**src/rtl/jtag_pkg.sv**
```systemverilog
// Shared types and constants for the JTAG sequencing controller.
package jtag_pkg;

    localparam int unsigned DEF_MAX_LEN = 32;
    localparam int unsigned DEF_LEN_W   = 6;

    // Host command opcodes
    typedef enum logic [1:0] {
        OP_TLR = 2'b00,
        OP_IR  = 2'b01,
        OP_DR  = 2'b10,
        OP_RUN = 2'b11
    } jtag_op_t;

    // Controller sequencing states
    typedef enum logic [2:0] {
        ST_INIT,
        ST_READY,
        ST_NAV,
        ST_SHIFT,
        ST_EXIT,
        ST_RUN,
        ST_RESP
    } ctrl_state_t;

    // IEEE 1149.1 TAP states, 4-bit encodings
    typedef enum logic [3:0] {
        TAP_TLR    = 4'b0000,
        TAP_IDLE   = 4'b0001,
        TAP_SEL_DR = 4'b0011,
        TAP_CAP_DR = 4'b0010,
        TAP_SHI_DR = 4'b0110,
        TAP_EX1_DR = 4'b0111,
        TAP_PAU_DR = 4'b0101,
        TAP_EX2_DR = 4'b0100,
        TAP_UPD_DR = 4'b1001,
        TAP_SEL_IR = 4'b1011,
        TAP_CAP_IR = 4'b1010,
        TAP_SHI_IR = 4'b1110,
        TAP_EX1_IR = 4'b1111,
        TAP_PAU_IR = 4'b1101,
        TAP_EX2_IR = 4'b1100,
        TAP_UPD_IR = 4'b1000
    } tap_state_t;

    // Idle -> Shift-xR TMS walks, bit0 driven first
    localparam logic [3:0]  NAV_IR_TMS = 4'b0011;
    localparam int unsigned NAV_IR_LEN = 4;
    localparam logic [3:0]  NAV_DR_TMS = 4'b0001;
    localparam int unsigned NAV_DR_LEN = 3;

    // TAP next-state on one TCK with the given TMS
    function automatic tap_state_t tap_next(input tap_state_t s, input logic t);
        tap_state_t n;
        case (s)
            TAP_TLR:    n = t ? TAP_TLR    : TAP_IDLE;
            TAP_IDLE:   n = t ? TAP_SEL_DR : TAP_IDLE;
            TAP_SEL_DR: n = t ? TAP_SEL_IR : TAP_CAP_DR;
            TAP_CAP_DR: n = t ? TAP_EX1_DR : TAP_SHI_DR;
            TAP_SHI_DR: n = t ? TAP_EX1_DR : TAP_SHI_DR;
            TAP_EX1_DR: n = t ? TAP_UPD_DR : TAP_PAU_DR;
            TAP_PAU_DR: n = t ? TAP_EX2_DR : TAP_PAU_DR;
            TAP_EX2_DR: n = t ? TAP_UPD_DR : TAP_SHI_DR;
            TAP_UPD_DR: n = t ? TAP_SEL_DR : TAP_IDLE;
            TAP_SEL_IR: n = t ? TAP_TLR    : TAP_CAP_IR;
            TAP_CAP_IR: n = t ? TAP_EX1_IR : TAP_SHI_IR;
            TAP_SHI_IR: n = t ? TAP_EX1_IR : TAP_SHI_IR;
            TAP_EX1_IR: n = t ? TAP_UPD_IR : TAP_PAU_IR;
            TAP_PAU_IR: n = t ? TAP_EX2_IR : TAP_PAU_IR;
            TAP_EX2_IR: n = t ? TAP_UPD_IR : TAP_SHI_IR;
            TAP_UPD_IR: n = t ? TAP_SEL_DR : TAP_IDLE;
            default:    n = TAP_TLR;
        endcase
        return n;
    endfunction

endpackage

```
**src/rtl/jtag_shift_reg.sv**
```systemverilog
// TDI parallel-in/serial-out and TDO serial-in (indexed) capture register.
module jtag_shift_reg
    import jtag_pkg::*;
#(
    parameter int unsigned MAX_LEN = DEF_MAX_LEN
) (
    input  logic                       clk_i,
    input  logic                       reset_i,
    input  logic                       load_i,
    input  logic [MAX_LEN-1:0]         load_data_i,
    input  logic                       shift_i,
    input  logic                       cap_i,
    input  logic [$clog2(MAX_LEN)-1:0] cap_idx_i,
    input  logic                       tdo_i,
    output logic                       lsb_o,
    output logic [MAX_LEN-1:0]         capt_o
);

    logic [MAX_LEN-1:0] piso_q;
    logic [MAX_LEN-1:0] sipo_q;

    // Load clears the capture side so unshifted bits read back as zero
    always_ff @(posedge clk_i) begin
        if (reset_i) begin
            piso_q <= '0;
            sipo_q <= '0;
        end else if (load_i) begin
            piso_q <= load_data_i;
            sipo_q <= '0;
        end else begin
            if (shift_i) piso_q <= piso_q >> 1;
            if (cap_i)   sipo_q[cap_idx_i] <= tdo_i;
        end
    end

    assign lsb_o  = piso_q[0];
    assign capt_o = sipo_q;

endmodule

```
**src/rtl/jtag_seq_ctrl.sv**
```systemverilog
// Command-driven JTAG master: walks the TAP with TMS, shifts TDI LSB-first, returns TDO.
module jtag_seq_ctrl
    import jtag_pkg::*;
#(
    parameter int unsigned MAX_LEN = DEF_MAX_LEN,
    parameter int unsigned LEN_W   = DEF_LEN_W
) (
    input  logic               clk,
    input  logic               reset,
    input  logic               cmd_valid,
    output logic               cmd_ready,
    input  logic [1:0]         cmd_op,
    input  logic [LEN_W-1:0]   cmd_len,
    input  logic [MAX_LEN-1:0] cmd_data,
    output logic               rsp_valid,
    input  logic               rsp_ready,
    output logic [MAX_LEN-1:0] rsp_data,
    output logic               rsp_err,
    output logic               tms,
    output logic               tdi,
    input  logic               tdo,
    output logic               busy
);

    localparam int unsigned IDX_W = $clog2(MAX_LEN);

    ctrl_state_t      state_q;
    tap_state_t       tap_q;
    logic [LEN_W-1:0] cnt_q;
    logic [LEN_W-1:0] len_q;
    logic             ir_q;
    logic             tlr_q;
    logic             tms_q;
    logic             tdi_q;
    logic             cmd_ready_q;
    logic             rsp_valid_q;
    logic             rsp_err_q;
    logic             busy_q;
    logic             cap_q;
    logic [IDX_W-1:0] cap_idx_q;

    logic             accept;
    logic             len_bad;
    logic             bit_go;
    logic             sr_lsb;
    logic [3:0]       nav_tms;
    logic [LEN_W-1:0] nav_len;

    assign accept  = cmd_valid & cmd_ready_q;
    assign len_bad = (cmd_len == '0) || (cmd_len > LEN_W'(MAX_LEN));
    assign nav_tms = ir_q ? NAV_IR_TMS : NAV_DR_TMS;
    assign nav_len = ir_q ? LEN_W'(NAV_IR_LEN) : LEN_W'(NAV_DR_LEN);
    // A shift bit is driven on this edge (first bit leaves NAV, the rest stay in SHIFT)
    assign bit_go  = ((state_q == ST_NAV) && (cnt_q == nav_len)) ||
                     ((state_q == ST_SHIFT) && (cnt_q != len_q));

    jtag_shift_reg #(.MAX_LEN(MAX_LEN)) u_sr (
        .clk_i       (clk),
        .reset_i     (reset),
        .load_i      (accept),
        .load_data_i (cmd_data),
        .shift_i     (bit_go),
        .cap_i       (cap_q),
        .cap_idx_i   (cap_idx_q),
        .tdo_i       (tdo),
        .lsb_o       (sr_lsb),
        .capt_o      (rsp_data)
    );

    // Sequencer: TMS walk, TDI drive, delayed TDO capture strobe, host handshakes
    always_ff @(posedge clk) begin
        if (reset) begin
            state_q     <= ST_INIT;
            tap_q       <= TAP_TLR;
            cnt_q       <= '0;
            len_q       <= '0;
            ir_q        <= 1'b0;
            tlr_q       <= 1'b0;
            tms_q       <= 1'b1;
            tdi_q       <= 1'b0;
            cmd_ready_q <= 1'b0;
            rsp_valid_q <= 1'b0;
            rsp_err_q   <= 1'b0;
            busy_q      <= 1'b1;
            cap_q       <= 1'b0;
            cap_idx_q   <= '0;
        end else begin
            tap_q <= tap_next(tap_q, tms_q);
            tdi_q <= 1'b0;
            cap_q <= 1'b0;
            case (state_q)
                ST_INIT: begin
                    if (cnt_q == LEN_W'(6)) begin
                        tms_q  <= 1'b0;
                        cnt_q  <= '0;
                        busy_q <= 1'b0;
                        tlr_q  <= 1'b0;
                        if (tlr_q) begin
                            state_q     <= ST_RESP;
                            rsp_valid_q <= 1'b1;
                            rsp_err_q   <= 1'b0;
                        end else begin
                            state_q     <= ST_READY;
                            cmd_ready_q <= 1'b1;
                        end
                    end else begin
                        tms_q <= (cnt_q < LEN_W'(5));
                        cnt_q <= cnt_q + LEN_W'(1);
                    end
                end
                ST_READY: begin
                    tms_q <= 1'b0;
                    if (accept) begin
                        cmd_ready_q <= 1'b0;
                        len_q       <= cmd_len;
                        ir_q        <= (cmd_op == OP_IR);
                        cnt_q       <= LEN_W'(1);
                        case (cmd_op)
                            OP_TLR: begin
                                state_q <= ST_INIT;
                                tlr_q   <= 1'b1;
                                tms_q   <= 1'b1;
                                busy_q  <= 1'b1;
                            end
                            OP_IR, OP_DR: begin
                                if (len_bad) begin
                                    state_q     <= ST_RESP;
                                    rsp_valid_q <= 1'b1;
                                    rsp_err_q   <= 1'b1;
                                end else begin
                                    state_q <= ST_NAV;
                                    tms_q   <= 1'b1;
                                    busy_q  <= 1'b1;
                                end
                            end
                            default: begin
                                if (cmd_len == '0) begin
                                    state_q     <= ST_RESP;
                                    rsp_valid_q <= 1'b1;
                                    rsp_err_q   <= 1'b0;
                                end else begin
                                    state_q <= ST_RUN;
                                    busy_q  <= 1'b1;
                                end
                            end
                        endcase
                    end
                end
                ST_NAV: begin
                    if (bit_go) begin
                        state_q   <= ST_SHIFT;
                        tms_q     <= (len_q == LEN_W'(1));
                        tdi_q     <= sr_lsb;
                        cap_q     <= 1'b1;
                        cap_idx_q <= '0;
                        cnt_q     <= LEN_W'(1);
                    end else begin
                        tms_q <= nav_tms[cnt_q[1:0]];
                        cnt_q <= cnt_q + LEN_W'(1);
                    end
                end
                ST_SHIFT: begin
                    if (bit_go) begin
                        tms_q     <= (cnt_q == len_q - LEN_W'(1));
                        tdi_q     <= sr_lsb;
                        cap_q     <= 1'b1;
                        cap_idx_q <= IDX_W'(cnt_q);
                        cnt_q     <= cnt_q + LEN_W'(1);
                    end else begin
                        state_q <= ST_EXIT;
                        tms_q   <= 1'b1;
                        cnt_q   <= '0;
                    end
                end
                ST_EXIT: begin
                    tms_q <= 1'b0;
                    if (cnt_q == '0) begin
                        cnt_q <= LEN_W'(1);
                    end else begin
                        state_q     <= ST_RESP;
                        rsp_valid_q <= 1'b1;
                        rsp_err_q   <= 1'b0;
                        busy_q      <= 1'b0;
                    end
                end
                ST_RUN: begin
                    tms_q <= 1'b0;
                    if (cnt_q == len_q) begin
                        state_q     <= ST_RESP;
                        rsp_valid_q <= 1'b1;
                        rsp_err_q   <= 1'b0;
                        busy_q      <= 1'b0;
                    end else begin
                        cnt_q <= cnt_q + LEN_W'(1);
                    end
                end
                ST_RESP: begin
                    tms_q <= 1'b0;
                    if (rsp_ready) begin
                        state_q     <= ST_READY;
                        rsp_valid_q <= 1'b0;
                        rsp_err_q   <= 1'b0;
                        cmd_ready_q <= 1'b1;
                    end
                end
                default: begin
                    state_q <= ST_INIT;
                    cnt_q   <= '0;
                    tms_q   <= 1'b1;
                    busy_q  <= 1'b1;
                end
            endcase
        end
    end

    // The TAP must be parked in Run-Test/Idle whenever the host owns the interface
    always @(posedge clk) begin
        if (!reset && (state_q == ST_READY || state_q == ST_RESP))
            assert (tap_q == TAP_IDLE);
    end

    assign cmd_ready = cmd_ready_q;
    assign rsp_valid = rsp_valid_q;
    assign rsp_err   = rsp_err_q;
    assign tms       = tms_q;
    assign tdi       = tdi_q;
    assign busy      = busy_q;

endmodule

```
**config.mk**
```make
export PLATFORM = sky130hd
export DESIGN_NAME = jtag_seq_ctrl
export DESIGN_NICKNAME = d
export VERILOG_FILES = /design/src/rtl/jtag_pkg.sv /design/src/rtl/jtag_shift_reg.sv /design/src/rtl/jtag_seq_ctrl.sv
export SDC_FILE = /design/constraint.sdc
export NUM_CORES = 1
export LEC_CHECK = 0
export CAP_MARGIN = 10
export CORE_MARGIN = 1.5
export CORE_UTILIZATION = 55
export CTS_CLUSTER_SIZE = 8
export DETAILED_ROUTE_END_ITERATION = 8
export MAX_ROUTING_LAYER = met4
export PLACE_DENSITY = 0.84
export RECOVER_POWER = 25
export SYNTH_ARGS = -nofsm -noshare
export SYNTH_HDL_FRONTEND = slang
export SYNTH_SLANG_ARGS = --single-unit
```
**constraint.sdc**
```tcl
create_clock -name clk -period 3.19 [get_ports clk]
set_input_delay 0.319 -clock clk [delete_from_list [all_inputs] [get_ports clk]]
set_output_delay 0.319 -clock clk [all_outputs]
set_load 0.02 [all_outputs]
```
==> flow_metrics.env <==
export IMPL_clock_path_buffers=2
export IMPL_switching_share_pct=30.6
export IMPL_synth_area_leaders="dfxtp_1, a21oi_1, mux2i_1, o21ai_0, nand2_1"
export IMPL_vias=4426
export IMPL_placedCellCount=749
export IMPL_multiInputGateArea_um2=2620
export IMPL_peakVddDrop_v=0.000267
export IMPL_max_freq_mhz=381
export IMPL_maxSlewViolCount=0
export IMPL_synth_ff_type="dfxtp_1"
export IMPL_post_cts_buffers=0
export IMPL_hp_class="reg2reg"
export IMPL_yosys_warnings=0
export IMPL_drive_above_1_share_pct=5.77
export IMPL_status="finished, final reports clean"
export IMPL_diodes=0
export IMPL_end_kind="register"
export IMPL_p_comb_share_pct=20.2
export IMPL_netlist_area_um2=4710
export IMPL_cp_start_kind="register"
export IMPL_area_growth_pct=22.7
export IMPL_setup_violations=0
export IMPL_cpPeakStageDelay_ns=0.50
export IMPL_synth_top_area_share_pct=39.5
export IMPL_p_switching_mw=0.833
export IMPL_fin_crit_sh_pct=82.4
export IMPL_clk_latency_ns=0.38
export IMPL_synthArstFlopShare_pct=0
export IMPL_syn_avg_cell_area_um2=7.92
export IMPL_top_level_ports=83
export IMPL_crit_chain="ha_1 -> nor4_1 -> o2111ai_2 -> o211ai_4 -> buf_4 -> mux2i_1 -> a21oi_1"
export IMPL_hold_viol_final=0
export IMPL_setup_tns_ns=0
export IMPL_crit_path_top_delay_cell="dfxtp_1"
export IMPL_drt_iter0_markers=324
export IMPL_die_w_um=95.5
export IMPL_cts_root_buffer="clkbuf_8"
export IMPL_total_power_mw=2.72
export IMPL_cts_resized_gates=0
export IMPL_core_um2=8260
export IMPL_seqPwrFrac_pct=47.2
export IMPL_drt_first_pass_iters=5
export IMPL_die_area_um2=9130
export IMPL_rsz0062_at_grt="false"
export IMPL_fill_cells=660
export IMPL_overflow=0
export IMPL_synth_nets=650
export IMPL_rows=33
export IMPL_synth_edf_count=0
export IMPL_ys_seq_elements=93
export IMPL_final_cells=764
export IMPL_register_area_um2=1860
export IMPL_utilization_pct=70.0
export IMPL_wl_per_cell_um=14.8
export IMPL_synthTopCellsByCount="dfxtp_1, a21oi_1, nand2_1"
export IMPL_arrival_ns=2.89
export IMPL_place_ws_ns=0.562
export IMPL_gp_congestion=0.919
export IMPL_grt_pass1_wl_mm=18.9
export IMPL_cts_buffers=9
export IMPL_clkSinkCount=93
export IMPL_grt_usage_pct=27.0
export IMPL_grt_max_degree=41
export IMPL_period_minus_slack_ns=2.63
export IMPL_holdBufCountCts=0
export IMPL_final_net_count=710
export IMPL_intPower_mw=1.89
export IMPL_tightest_slew_ns=1.12
export IMPL_crit_path_max_fanout=23
export IMPL_cts_tree="yes"
export IMPL_clkTransAtPathRegs_ns=0.10
export IMPL_drc=0
export IMPL_ant_nets=0
export IMPL_synth_top_cell_by_area="dfxtp_1"
export IMPL_numPortBuffers=82
export IMPL_skew_ns=0.0162
export IMPL_syn_inst=595
export IMPL_antenna_found_initial=0
export IMPL_yosysMostFrequentCell="dfxtp_1"
export IMPL_leakage_nw=2.07
export IMPL_ys_types=58
export IMPL_clock_power_share_pct=32.6
export IMPL_die_h_um=95.5
export IMPL_setup_ws_ns=0.562
export IMPL_cap_viol_max_count=0
export IMPL_routed_wirelength_mm=11.3
export IMPL_slew_limit_headroom_pct=25.2
export IMPL_required_ns=3.45
export IMPL_grt_pass1_vias=4049
export IMPL_htreeDepth=3
export IMPL_start_util_pct=57.0
export IMPL_p_per_area_nw_per_um2=471
export IMPL_via_per_inst=5.79
export IMPL_path_class="reg2reg"
export IMPL_hpwl_mm=8.04
export IMPL_yosysSeqAreaShare_pct=39.5
## path summary, 6_finish.rpt
path	start	end	slack, ns	cells past startpoint
max reg2reg	cnt_q[0]	u_sr.piso_q[17]	0.56	7
max	cnt_q[0]	u_sr.piso_q[17]	0.56	7
min reg2reg	u_sr.capt_o[4]	u_sr.capt_o[4]	0.46	2
min	u_sr.capt_o[4]	u_sr.capt_o[4]	0.46	2
## cell type report
type	instances	area share (%)
inverter	17	1.10
clock inverter	6	1.67
clock buffer	9	2.14
sequential	93	32.2
multi-input combinational	443	45.2
timing repair buffer	91	15.4
tap	105	2.27
## metrics by stage
stage / cell area (µm²) / hold WS, ns
6_report: 5780 / 0.455
5_1_grt: 5780 / 0.480
4_1_cts: 5780 / 0.462
3_5_place_dp: 5560 / 0.448
3_3_place_gp: 5560 / 0.442
2_1_floorplan: 4710 / 0.448
## routing by layer
metal	GRT usage, %	vias up	wire length, µm	part of all wire, %
li1	-	2227	-	-
met1	34.9	2058	5170	46
met2	42.6	126	5480	48
met3	5.26	15	558	4.9
met4	7.84	0	121	1.1
met5	-	-	0	0
## power groups by stage
stage               logic (mW)  registers (mW)  clock network, mW
finish                   0.549            1.28              0.888
CTS                      0.544            1.28              0.898
global placement         0.529            1.31                  0
detailed placement       0.541            1.31                  0
floorplan                0.395            1.28                  0
global route             0.607            1.29              0.944
## sequential cells by signal, summed over array words and instances, names as in the netlist, 3 cells and up
| name | flops |
|---|---|
| state_q | 3 |
| u_sr.capt_o | 32 |
| cnt_q | 6 |
| u_sr.piso_q | 32 |
| len_q | 6 |
| cap_idx_q | 5 |
## cell families after synthesis
kind of cell / count (synthesis) / share of synthesized area, %
XOR/XNOR: 9 / 1.67
AND/OR/NAND/NOR: 209 / 21.2
buffers and inverters: 59 / 5.13
flip-flops: 93 / 39.5
multiplexers: 35 / 7.47
adder cells (fa/ha/maj): 10 / 2.66
AO/OA/AOI/OAI: 180 / 22.3
## layout by cell type, fill, tap and decap left out, types with 3 or more instances in the layout
cell type,count
dfxtp_1,93
a21oi_1,85
nand2_1,78
o21ai_0,59
clkdlybuf4s50_1,50
nor2_1,39
nand3_1,35
mux2i_1,34
dlygate4sd3_1,32
inv_1,17
nor3_1,15
ha_1,10
clkbuf_8,9
buf_4,9
xor2_1,7
nor3b_1,6
nor4_1,6
a211o_1,4
nand3b_1,4
a31oi_1,4
nor2b_1,3
and3b_1,3
or3_1,3
a31o_2,3
and3_1,3
## worst max-delay path: cells and delay by family, from the launching register on
kind	cells	cell delay, ns
compound gates	3	0.88
fa+ha+maj	1	0.29
buf+inv	1	0.33
flops	1	0.50
mux	1	0.21
simple gates	1	0.29
No activity file was read; power rests on OpenSTA's default activity.
